### config.mk
export PLATFORM = sky130hd
export DESIGN_NAME = seg_display_scheduler
export DESIGN_NICKNAME = d
export VERILOG_FILES = /design/src/rtl/seg_display_scheduler.sv
export SDC_FILE = /design/constraint.sdc
export NUM_CORES = 1
export LEC_CHECK = 0
export BUFFER_PORTS_ARGS = -buffer_cell sky130_fd_sc_hd__buf_4
export CORE_MARGIN = 2
export CORE_UTILIZATION = 35
export CTS_CLUSTER_DIAMETER = 100
export DETAILED_ROUTE_END_ITERATION = 10
export GPL_TIMING_DRIVEN = 1
export PLACE_DENSITY_LB_ADDON = 0.05
export SETUP_SLACK_MARGIN = 0.02
export SLEW_MARGIN = 20
export SYNTH_ARGS = -nofsm -noshare
export SYNTH_HDL_FRONTEND = slang
export SYNTH_SLANG_ARGS = --single-unit
### constraint.sdc
create_clock -name sys_clk -period 4.6 [get_ports sys_clk]
set_input_delay 0.23 -clock sys_clk [delete_from_list [all_inputs] [get_ports sys_clk]]
set_output_delay 0.23 -clock sys_clk [all_outputs]
set_load 0.05 [all_outputs]
### src/rtl/seg_display_scheduler.sv
// 8-digit 7-seg scheduler: background bar vs timed hex overlay with req/ack; build option OVL_BLINK_EN blanks odd overlay frames.
// Latency: pins update 1 clk after each scan tick; ovl_ack/ovl_busy rise 1 clk after ovl_req is seen in BG.
// Backpressure: ovl_req is held off (not acked) while an overlay is showing; accepted in the first BG cycle.
module seg_display_scheduler #(
    parameter int DIV_N       = 5000,
    parameter int HOLD_FRAMES = 200
) (
    input  logic        sys_clk,
    input  logic        sys_rst_n,
    input  logic [7:0]  bg_seq,
    input  logic        ovl_req,
    input  logic [31:0] ovl_data,
    output logic        ovl_ack,
    output logic        ovl_busy,
    output logic        CA,
    output logic        CB,
    output logic        CC,
    output logic        CD,
    output logic        CE,
    output logic        CF,
    output logic        CG,
    output logic        DP,
    output logic [7:0]  AN
);

    localparam int HOLD_EFF = (HOLD_FRAMES < 1) ? 1 : HOLD_FRAMES;
    localparam int FW       = $clog2(HOLD_EFF + 1);
    localparam int DW       = (DIV_N > 1) ? $clog2(DIV_N) : 1;

    typedef enum logic {
        ST_BG   = 1'b0,
        ST_SHOW = 1'b1
    } state_t;

    state_t          r_state;
    state_t          w_state_nxt;
    logic [DW-1:0]   r_div_cnt;
    logic [2:0]      r_dig_idx;
    logic [FW-1:0]   r_frame_cnt;
    logic [FW-1:0]   w_frame_cnt_nxt;
    logic [31:0]     r_ovl_data;
    logic            r_ovl_ack;
    logic [7:0]      r_an;
    logic [6:0]      r_seg;
    logic            w_tick;
    logic            w_frame_end;
    logic            w_accept;
    logic [3:0]      w_nibble;
    logic [6:0]      w_hex_seg;
    logic [6:0]      w_seg_nxt;

    assign w_tick      = (r_div_cnt == DW'(DIV_N - 1));
    assign w_frame_end = w_tick && (r_dig_idx == 3'd7);

    always_ff @(posedge sys_clk or negedge sys_rst_n) begin
        if (!sys_rst_n) begin
            r_div_cnt <= '0;
        end else if (w_tick) begin
            r_div_cnt <= '0;
        end else begin
            r_div_cnt <= r_div_cnt + DW'(1);
        end
    end

    always_ff @(posedge sys_clk or negedge sys_rst_n) begin
        if (!sys_rst_n) begin
            r_state     <= ST_BG;
            r_frame_cnt <= '0;
            r_ovl_data  <= '0;
            r_ovl_ack   <= 1'b0;
        end else begin
            r_state     <= w_state_nxt;
            r_frame_cnt <= w_frame_cnt_nxt;
            r_ovl_ack   <= w_accept;
            if (w_accept) begin
                r_ovl_data <= ovl_data;
            end
        end
    end

    always_comb begin
        w_state_nxt     = r_state;
        w_frame_cnt_nxt = r_frame_cnt;
        w_accept        = 1'b0;
        case (r_state)
            ST_BG: begin
                if (ovl_req) begin
                    w_accept        = 1'b1;
                    w_frame_cnt_nxt = '0;
                    w_state_nxt     = ST_SHOW;
                end
            end
            ST_SHOW: begin
                if (w_frame_end) begin
                    if (r_frame_cnt == FW'(HOLD_EFF - 1)) begin
                        w_state_nxt = ST_BG;
                    end else begin
                        w_frame_cnt_nxt = r_frame_cnt + FW'(1);
                    end
                end
            end
            default: w_state_nxt = ST_BG;
        endcase
    end

    assign w_nibble = r_ovl_data[{r_dig_idx, 2'b00} +: 4];

    // Active-low glyphs, bit order {g,f,e,d,c,b,a}
    always_comb begin
        w_hex_seg = 7'h7F;
        case (w_nibble)
            4'h0: w_hex_seg = 7'h40;
            4'h1: w_hex_seg = 7'h79;
            4'h2: w_hex_seg = 7'h24;
            4'h3: w_hex_seg = 7'h30;
            4'h4: w_hex_seg = 7'h19;
            4'h5: w_hex_seg = 7'h12;
            4'h6: w_hex_seg = 7'h02;
            4'h7: w_hex_seg = 7'h78;
            4'h8: w_hex_seg = 7'h00;
            4'h9: w_hex_seg = 7'h10;
            4'hA: w_hex_seg = 7'h08;
            4'hB: w_hex_seg = 7'h03;
            4'hC: w_hex_seg = 7'h46;
            4'hD: w_hex_seg = 7'h21;
            4'hE: w_hex_seg = 7'h06;
            4'hF: w_hex_seg = 7'h0E;
            default: w_hex_seg = 7'h7F;
        endcase
    end

    always_comb begin
        w_seg_nxt = 7'h7F;
        if (r_state == ST_SHOW) begin
`ifdef OVL_BLINK_EN
            w_seg_nxt = r_frame_cnt[0] ? 7'h7F : w_hex_seg;
`else
            w_seg_nxt = w_hex_seg;
`endif
        end else begin
            w_seg_nxt = bg_seq[r_dig_idx] ? 7'h00 : 7'h7F;
        end
    end

    // Anode and segments for the incoming digit are registered together so a slot never ghosts.
    always_ff @(posedge sys_clk or negedge sys_rst_n) begin
        if (!sys_rst_n) begin
            r_dig_idx <= 3'd0;
            r_an      <= 8'hFF;
            r_seg     <= 7'h7F;
        end else if (w_tick) begin
            r_dig_idx <= r_dig_idx + 3'd1;
            r_an      <= ~(8'd1 << r_dig_idx);
            r_seg     <= w_seg_nxt;
        end
    end

    assign ovl_ack  = r_ovl_ack;
    assign ovl_busy = (r_state == ST_SHOW);
    assign AN       = r_an;
    assign CA       = r_seg[0];
    assign CB       = r_seg[1];
    assign CC       = r_seg[2];
    assign CD       = r_seg[3];
    assign CE       = r_seg[4];
    assign CF       = r_seg[5];
    assign CG       = r_seg[6];
    assign DP       = 1'b1;

endmodule

======== Word level (Yosys, flattened, before mapping) ========
Memories as Yosys holds them, arrays and structs flattened.
Cells that the tools add are included.
word-level totals
  bits of input ports ..................... 43
  memories ................................ 1
  ROM bits ................................ 112
  flip-flop bits (word level) ............. 73
  output and inout port bits .............. 18
cells by class
  shifts and indexed selects .............. 2
  order comparisons ....................... 1
  reduce and logical (&&, ||, !) cells .... 2
  add/sub/neg operators ................... 3
  eq/ne operators ......................... 6
  multiplexer cells ....................... 14
  bitwise logic cells ..................... 2
memory list
  name             words  width  read ports  clocked after memory_dff  write ports  line  source
  (no name shown)  16     7      1           0                         0            111   case (w_nibble)
operator list
  operator                                                                      count
  32-bit by 6-bit variable part select with 4-bit output                        1
  8-bit two-way mux                                                             3
  8-bit case mux with 2 select lines                                            1
  7-bit two-way mux                                                             2
  13-bit by 1-bit adder with 13-bit output, second input constant               1
  13-bit equality test, second input constant                                   1
  13-bit two-way mux                                                            1
  8-bit by 1-bit adder with 8-bit output, second input constant                 1
  8-bit equality test, second input constant                                    1
  8-bit NOT                                                                     1
  1-bit by 3-bit left shift with 8-bit output, first input constant             1
  1-bit two-way mux                                                             5
  3-bit by 4-bit less-than comparator with 1-bit output, second input constant  1
  2-bit != test, second input constant                                          2
  3-bit by 1-bit adder with 3-bit output, second input constant                 1
  1-bit binary-select mux with 3-bit select                                     1
  3-bit equality test, second input constant                                    1
  3-bit AND reduction                                                           1
  2-bit by 1-bit != test with 1-bit output, second input constant               1
  1-bit case mux with 2 select lines                                            1
  1-bit logical AND                                                             1
  1-bit NOT                                                                     1

======== Longest topological paths before layout ========
Gate-level depths: netlist of run 1.
  depth after elaboration ................. 4
  depth in mapped cells ................... 8
  depth with buffers taken out ............ 7

======== Worst setup path after synthesis of run 1 ========
Ideal clock, no wire load.
  path type ............................... reg2reg
  start point ............................. register r_dig_idx[0]
  end point ............................... register r_seg[3]
  setup slack ............................. 2.322 ns
  arrival time ............................ 2.195 ns
  library setup time ...................... 0.083 ns
  stages on the path, launching flop included .. 9
  cells stage by stage .................... dfrtp_1 > buf_6 > mux4_1 > mux2i_1 > inv_1 > ha_1 > mux2i_1 > nor2_1 > o32a_1
between the ends
  longest elaborated chain between the ends .. 4
  elaborated cells between the ends (all ways) .. 6
RTL lines
  what                                                            line  source
  start: declaration                                              38    logic [2:0] r_dig_idx;
  start signal: assignment                                        152   r_dig_idx <= r_dig_idx + 3'd1;
  branches (longest 3 deep; another with memory read 16 x 7 bit)  n/a
  7-bit two-way mux (*)                                           134   if (r_state == ST_SHOW) begin
  end signal: assignment                                          154   r_seg <= w_seg_nxt;
  end: declaration                                                44    logic [6:0] r_seg;
Mark *: on every way between the ends. The select of a mux whose other input is x is not followed.
A chain may end at the register's enable or synchronous reset.

======== Worst setup path after layout of run 1 ========
  start point ............................. register r_dig_idx[1]
  end point ............................... register r_seg[3]
The elaborated chain is that of the path after synthesis.

==> results by group, run 1 <==
Clock tree
  • Post-CTS sizing: 0
  • CTS HTree Levels: 3
  • Number of CTS-inserted buffers: 9
  • TritonCTS clock tree: yes
  • Clock Tree Buf Depth: 2
  • Clock slew at reported path FFs: approximately 80 ps
  • TritonCTS Sinks: 73
  • Hold buffer count at cts: 0
  • Clock latency on the worst-skew pair: 340 ps
  • Root Buffer: sky130_fd_sc_hd__clkbuf_8
  • Postcts setup bufs: 0

Global route
  • Global-route layer with the greatest usage: met1
  • Pin count of the biggest net entering global routing: 74
  • Initial antenna violation count: 0
  • Gr usage total: 14.87%
  • Global-route wire length before repair: ~13000 µm
  • Global-route congestion overflow total: 0
  • Grt met1 use: a little under a quarter
  • Number of global-route vias before repair: roughly 2400
  • Global-route track usage on met2: 20.69%
  • Met3 Use GR: 2.943%

Detailed routing
  • Remaining number of nets flagged by the antenna check after routing: 0
  • DRC violation count after routing: 0
  • Number of iterations in the first detailed-routing pass: 5
  • Via total after detailed routing: 2432
  • Post-Route WL: slightly below 8000 µm
  • Initial DRC Count: 56
  • Average via count per standard cell: slightly below 5
  • WL per Instance: ~16 µm

Power
  • Worst supply voltage drop on vdd: between 100 and 150 µV
  • Total Power Consumption: roughly 1.3 mW
  • Power Density: 295.6 nW/µm²
  • Static Leak: 2.002 nW

Placed design
  • Post-placement worst setup slack: roughly 1900 ps
  • Number of input and output port buffers inserted: 59
  • Placed cell count: 474
  • Instance area after placement: 4193 µm²
  • Half-perimeter wire length after placement: 5457 µm
  • Routability-driven placement congestion ratio: roughly 0.79

Logic synthesis
  • Sequential element share of the synthesized area: 50.64%
  • Gate count after technology mapping: 292
  • Top_reg_cell synth: sky130_fd_sc_hd__dfrtp_1
  • Post-Synthesis Net Count: 348
  • Most repeated cell in the gate-level netlist after synthesis: sky130_fd_sc_hd__dfrtp_1
  • Avg Synthesized Cell Area: between 10 and 15 µm²
  • Most instantiated cells after synthesis: 58 x sky130_fd_sc_hd__dfrtp_1, 32 x sky130_fd_sc_hd__mux2_2, 25 x sky130_fd_sc_hd__nor2_1
  • Cell variety after synth: 52
  • Dominant cell type by area after synthesis: sky130_fd_sc_hd__dfrtp_1
  • Fraction of synthesis flops using an asynchronous set or reset pin: 100.0%
  • Fraction of synthesized cell area taken by the top area cell type: 39.82%
  • Count of flip-flops with a built-in enable after synthesis: 0
  • Top cells by area, synth: sky130_fd_sc_hd__dfrtp_1 40%, sky130_fd_sc_hd__dfstp_2 11%, sky130_fd_sc_hd__mux2_2 9.9%
  • Number of register bits inferred by synthesis: 73
  • Post-synth design cell area: roughly 3600 µm²
  • Number of warnings issued by yosys: 0

Timing
  • Period minus WS final: 2719 ps
  • Final setup TNS: 0 ps
  • Setup repair after global routing missed its margin: false
  • Part of the cycle the worst path needs: 59.10%
  • Pins over their slew limit: 0
  • Max transition margin: about 37%
  • Transition time of the tightest slew-check pin: 949.5 ps
  • Worst hold-check slack: around 25 ps
  • Final setup vio count: 0
  • Final hold violation count: 0
  • Final clock skew: 11.40 ps
  • Highest clock frequency the design can meet: 367.8 MHz
  • Final Worst Setup Slack: approximately 1900 ps

Layout
  • Proportion of layout cells with a drive suffix above 1: 38.59%
  • Utilization of the core after routing: 43.00%
  • Multi-input gate area: 1700 µm²
  • Area used by sequential logic in the layout: 1846 µm²
  • Relative area change from synthesis to final layout: 20.70%
  • Finished Cell Area: 4399 µm²
  • Number of inserted diodes: 0
  • Non-filler cells in the finished layout: 491
  • Filler cells: 985
  • Number of nets in the finished design: 406

Worst setup path
  • Worst Setup Path Type: register to register
  • Endpoint kind of the worst setup timing path: register
  • Worst path required time: between 4000 and 5000 ps
  • Biggest fanout along the worst timing path: 9
  • Worst Setup Start Kind: register
  • Data arrival time of the critical path: 2990 ps

Floorplanning
  • Horiz. Die Dim: 106.0 µm
  • Starting Density: 35.62%
  • Height of the die: 106.0 µm
  • # rows: 37
  • Top-level port count: 61
  • Std-Cell Core Area: 10230 µm²
  • Total die area: 11250 µm²

Job
  • Max-cap violations: 0

Worst hold path
  • Class of the worst hold path: input pin to asynchronous set/reset pin

Outcome
  • Status: finished clean
## layout by cell type, fill, tap and decap left out, types with 3 or more instances in the layout
cell / instances
sky130_fd_sc_hd__nand2_1: 18
sky130_fd_sc_hd__and3_1: 8
sky130_fd_sc_hd__ha_1: 13
sky130_fd_sc_hd__xnor2_1: 11
sky130_fd_sc_hd__nor2_1: 25
sky130_fd_sc_hd__buf_4: 60
sky130_fd_sc_hd__clkinv_2: 4
sky130_fd_sc_hd__clkbuf_8: 9
sky130_fd_sc_hd__o21ai_0: 7
sky130_fd_sc_hd__nor4_1: 3
sky130_fd_sc_hd__mux4_2: 6
sky130_fd_sc_hd__a31oi_1: 7
sky130_fd_sc_hd__xor2_1: 7
sky130_fd_sc_hd__dfrtp_1: 58
sky130_fd_sc_hd__mux2_2: 32
sky130_fd_sc_hd__dfstp_2: 15
sky130_fd_sc_hd__mux2i_1: 9
sky130_fd_sc_hd__o21ai_1: 5
sky130_fd_sc_hd__nor3_1: 3
sky130_fd_sc_hd__mux4_1: 4
sky130_fd_sc_hd__inv_1: 5
sky130_fd_sc_hd__nand3_1: 10
## power breakdown
| part | internal (mW) | switching [mW] | leakage (nW) |
|---|---|---|---|
| Clock | 0.248 | 0.243 | 0.0998 |
| Sequential | 0.669 | 0.0157 | 0.889 |
| Combinational | 0.0696 | 0.0548 | 1.01 |
## registers in the layout, indices dropped and copies added, names as in the netlist
register	count
ovl_busy	1
r_seg	7
r_frame_cnt	8
AN	8
r_dig_idx	3
r_ovl_data	32
r_div_cnt	13
ovl_ack	1
## per-layer routing
layer,up-vias,wire length [µm]
met5,-,0
met3,12,350
met2,61,3375
met1,1196,3971
li1,1163,-
met4,0,121
## path summary, 6_finish.rpt
path / start / endpoint / slack, ps / cells after the start
worst max-delay path: r_dig_idx[1] / r_seg[3] / 1880 / 7
worst min-delay path: sys_rst_n / r_div_cnt[4] / 20 / 1
worst max register to register: r_dig_idx[1] / r_seg[3] / 1880 / 7
worst min register to register: r_seg[4] / r_seg[4] / 480 / 2
max in group asynchronous: sys_rst_n / r_ovl_data[13] / 3950 / 1
min in group sys_clk: ovl_data[15] / r_ovl_data[15] / 120 / 2
## worst max-delay path, stage by stage, from the launching register on
cell and delay (ps):
sky130_fd_sc_hd__dfrtp_1 630, sky130_fd_sc_hd__mux4_2 570, sky130_fd_sc_hd__mux2i_1 520, sky130_fd_sc_hd__inv_2 110, sky130_fd_sc_hd__ha_1 280, sky130_fd_sc_hd__mux2i_1 150, sky130_fd_sc_hd__nor2_1 50, sky130_fd_sc_hd__o32a_1 340
## area by class of cell
class                   instances  share of cell area (%)
multi-input cells             198                   38.65
inverters                       7                  0.5973
clock inverters                 6                   1.337
flip-flops and latches         73                   41.95
clock buffers                  10                   2.901
well taps                     136                   3.868
repair buffers                 61                   10.69
## cells by family after synthesis
| logic type | Yosys count | synth area share, % |
|---|---|---|
| xor+xnor | 18 | 4.325 |
| other cells | 1 | 0.1029 |
| flops | 73 | 50.64 |
| buf+inv | 21 | 2.918 |
| fa+ha+maj | 13 | 4.463 |
| compound gates | 31 | 5.527 |
| mux | 54 | 20.49 |
| simple gates | 81 | 11.53 |
No activity file was read; power rests on OpenSTA's default activity.
==> inputs of run 2 (changes only) <==
--- a/config.mk
+++ b/config.mk
@@ -5,6 +5,7 @@
 export SDC_FILE = /design/constraint.sdc
 export NUM_CORES = 1
 export LEC_CHECK = 0
+export ABC_AREA = 1
 export BUFFER_PORTS_ARGS = -buffer_cell sky130_fd_sc_hd__buf_4
 export CORE_MARGIN = 2
 export CORE_UTILIZATION = 35
==> constraint.sdc (replaced) <==
create_clock -name sys_clk -period 2.3 [get_ports sys_clk]
set_input_delay 0.115 -clock sys_clk [delete_from_list [all_inputs] [get_ports sys_clk]]
set_output_delay 0.115 -clock sys_clk [all_outputs]
set_load 0.05 [all_outputs]
==> run 2 against run 1 <==
Compared with the run above:
- first-iteration DRC count grew to 3.3 times the previous value
- maximum frequency is 41% higher
- hold slack worse by 19 ps
- via count is 41% higher
- non-clock buffer count is 37 higher
- highest routed layer unchanged
- area after synthesis is 9.5% higher
- routed wire length is 20% higher
- register-to-register slack worse by 1500 ps
==> results by group, run 2 <==
Logic synthesis
  • Avg Synthesized Cell Area: 7.859 µm² (-37%)
  • Sequential element share of the synthesized area: 46.22% (-4.4 points)
  • Count of flip-flops with a built-in enable after synthesis: 0 (unchanged)
  • Post-Synthesis Net Count: 564 (+62%)
  • Number of warnings issued by yosys: 0 (unchanged)
  • Most repeated cell in the gate-level netlist after synthesis: sky130_fd_sc_hd__nand2_1
  • Top cells by area, synth: sky130_fd_sc_hd__dfrtp_1 36%, sky130_fd_sc_hd__nand2_1 16%, sky130_fd_sc_hd__dfstp_2 9.9%
  • Fraction of synthesized cell area taken by the top area cell type: 36.35% (-3.5 points)
  • Fraction of synthesis flops using an asynchronous set or reset pin: 100.0% (unchanged)
  • Gate count after technology mapping: 508 (+74%)
  • Most instantiated cells after synthesis: 165 x sky130_fd_sc_hd__nand2_1, 58 x sky130_fd_sc_hd__dfrtp_1, 53 x sky130_fd_sc_hd__inv_1
  • Number of register bits inferred by synthesis: 73 (unchanged)
  • Top_reg_cell synth: sky130_fd_sc_hd__dfrtp_1
  • Post-synth design cell area: 3993 µm² (+9.5%)
  • Dominant cell type by area after synthesis: sky130_fd_sc_hd__dfrtp_1
  • Cell variety after synth: 37 (-29%)

Timing
  • Final setup vio count: 0 (unchanged)
  • Period minus WS final: 1932 ps (-786.3 ps)
  • Final hold violation count: 0 (unchanged)
  • Highest clock frequency the design can meet: 517.5 MHz (+41%)
  • Final setup TNS: 0 ps (unchanged)
  • Pins over their slew limit: 0 (unchanged)
  • Max transition margin: 65.79% (+29 points)
  • Final clock skew: 7.184 ps (-4.214 ps)
  • Setup repair after global routing missed its margin: false
  • Worst hold-check slack: 5.382 ps (-19.38 ps)
  • Final Worst Setup Slack: 367.6 ps (-1514 ps)
  • Transition time of the tightest slew-check pin: 513.2 ps (-436.3 ps)
  • Part of the cycle the worst path needs: 84.02% (+25 points)

Global route
  • Pin count of the biggest net entering global routing: 58 (-22%)
  • Global-route wire length before repair: 16620 µm (+28%)
  • Global-route congestion overflow total: 0 (unchanged)
  • Gr usage total: 16.81% (+1.9 points)
  • Initial antenna violation count: 0 (unchanged)
  • Number of global-route vias before repair: 3421 (+40%)

Detailed routing
  • Number of iterations in the first detailed-routing pass: 4 (-1)
  • DRC violation count after routing: 0 (unchanged)
  • Via total after detailed routing: 3420 (+41%)
  • Remaining number of nets flagged by the antenna check after routing: 0 (unchanged)
  • WL per Instance: 12.62 µm (-21%)
  • Initial DRC Count: 183 (+230%)
  • Post-Route WL: 9418 µm (+20%)
  • Average via count per standard cell: 4.584 (-7.4%)

Power
  • Internal power consumption: 2.437 mW (+150%)
  • Total Power Consumption: 3.092 mW (+140%)
  • Static Leak: 2.606 nW (+30%)
  • Switching Fraction: 21.21% (-2.9 points)
  • Worst supply voltage drop on vdd: 282.5 µV (+130%)
  • Combinational cell fraction of total power: 8.1% (-1.5 points)
  • Clock power frac: 48.7% (+11 points)
  • Net Sw Power: 0.6559 mW (+110%)
  • Power share of the sequential group: 43.2% (-9.5 points)
  • Power Density: 594.7 nW/µm² (+100%)

Worst setup path
  • Cell repeated most along the worst path: sky130_fd_sc_hd__nand3_1
  • Data arrival time of the critical path: 2210 ps (-780 ps)
  • Depth of the most critical reg-to-reg path: 10 (+3)
  • Critical path buffers and inverters: 1 (unchanged)
  • Worst path top cell family by delay: simple AND/OR/NAND/NOR gates
  • Total stage count of the critical path: 10 (+3)
  • Worst Setup Start Kind: register
  • Max stage delay on crit path: 660 ps (+30 ps)
  • Sequence of cells on the critical path: inv_1 -> nand3_1 -> nand3_1 -> nand2_1 -> ha_1 -> nand3_1 -> nand3_1 -> nand2_1 -> nand2_1 -> a21boi_2
  • Worst Setup Path Type: register to register
  • Endpoint kind of the worst setup timing path: register
  • Max stage delay cell, worst path: sky130_fd_sc_hd__dfrtp_1
  • Worst path required time: 2570 ps (-2300 ps)
  • Biggest fanout along the worst timing path: 14 (+5)

Floorplanning
  • Height of the die: 110.8 µm (+4.5%)
  • Starting Density: 35.42% (-0.20 points)
  • Horiz. Die Dim: 110.8 µm (+4.5%)
  • Top-level port count: 61 (unchanged)
  • Std-Cell Core Area: 11270 µm² (+10%)
  • # rows: 39 (+5.4%)
  • Total die area: 12280 µm² (+9.2%)

Layout
  • Leading cell type in the layout, fill and taps excluded: sky130_fd_sc_hd__nand2_1
  • Max FFs per register: 32 (unchanged)
  • Number of inserted diodes: 0 (unchanged)
  • Top register by number of flip-flops: r_ovl_data
  • Biggest registers after layout: r_ovl_data: 32 flops, r_div_cnt: 13 flops
  • Filler cells: 1107 (+12%)
  • Relative area change from synthesis to final layout: 30.24%
  • Proportion of layout cells with a drive suffix above 1: 21.23% (-17 points)
  • Number of nets in the finished design: 654 (+61%)
  • Most used cells in the layout excluding fill and tap cells: 165 x sky130_fd_sc_hd__nand2_1, 65 x sky130_fd_sc_hd__buf_4, 58 x sky130_fd_sc_hd__dfrtp_1, 53 x sky130_fd_sc_hd__inv_1, 45 x sky130_fd_sc_hd__nand3_1
  • Multi-input gate area: 1785 µm² (+5.0%)
  • Area used by sequential logic in the layout: 1846 µm² (unchanged)

Worst hold path
  • Cell depth of the worst min-delay path: 3
  • Class of the worst hold path: input pin to register

Placed design
  • Routability-driven placement congestion ratio: 0.8270 (+4.2%)
  • Post-placement worst setup slack: 401.5 ps (-1479 ps)
  • Number of input and output port buffers inserted: 59 (unchanged)
  • Half-perimeter wire length after placement: 6824 µm (+25%)

Clock tree
  • Postcts setup bufs: 0 (unchanged)
  • Post-CTS sizing: 0 (unchanged)
  • Clock Tree Buf Depth: 2 (unchanged)
  • Number of CTS-inserted buffers: 9 (unchanged)
  • TritonCTS clock tree: yes
  • Clock slew at reported path FFs: 60 ps (-20 ps)
  • Clock latency on the worst-skew pair: 340 ps (about the same)
  • Hold buffer count at cts: 31 (+31)
  • Root Buffer: sky130_fd_sc_hd__clkbuf_16
  • TritonCTS Sinks: 73 (unchanged)
  • CTS HTree Levels: 3 (unchanged)

Job
  • Max-cap violations: 0 (unchanged)

Outcome
  • Status: finished clean
-- run 2: final timing paths --
kind / slack [ps] / end / start
worst max-delay path: 370 / r_seg[3] / r_dig_idx[1]
worst min-delay path: 5 / r_ovl_data[2] / ovl_data[2]
worst max register to register: 370 / r_seg[3] / r_dig_idx[1]
worst min register to register: 480 / r_ovl_data[15] / r_ovl_data[15]
max in group asynchronous: 1400 / AN[3] / sys_rst_n
min in group asynchronous: 270 / r_ovl_data[12] / sys_rst_n
-- run 2: cell type report --
class                      count  area share [%]
clock buffer                  15           5.727
sequential                    73           35.49
tap                          143           3.441
inverter                      59           4.307
timing repair buffer          98           16.12
clock inverter                 1          0.5775
multi-input combinational    357           34.34
-- run 2: logic make-up after synthesis --
family,synth area share [%]
AOI/OAI and AO/OA,9.495
other,0.09392
and+or+nand+nor,29.08
xor gates and xnor gates,1.974
adders and majority gates,4.074
DFF,46.22
buffers and inverters,9.057
-- run 2: tightest hold or removal path: cells and delay by family --
kind	cells	cell delay [ps]
AO/OA/AOI/OAI	1	60
buffers and inverters	1	80
AND/OR/NAND/NOR	1	40
-- run 2: per-layer routing --
metal	global-route usage [%]	wire, µm	vias up
met5	0	0	-
met4	6.750	145	0
met3	3.718	390	10
met2	25.24	4134	65
met1	23.62	4747	1562
li1	-	-	1783
-- run 2: metrics by stage --
step	util, %	area [µm²]	std cells
after floorplan	-	3993	508
after detailed placement	40.47	4562	699
after global placement	40.47	4562	699
after global routing	46.13	5200	746
after CTS	46.13	5200	746
final	46.13	5200	746
-- run 2: power groups by stage --
stage          clock network (mW)  logic [mW]  registers (mW)
3_5_place_dp                    0       0.213            1.36
3_3_place_gp                    0       0.213            1.36
6_report                     1.51       0.251            1.33
4_1_cts                      1.54       0.256            1.33
5_1_grt                      1.61       0.290            1.34
2_1_floorplan                   0       0.101            1.35
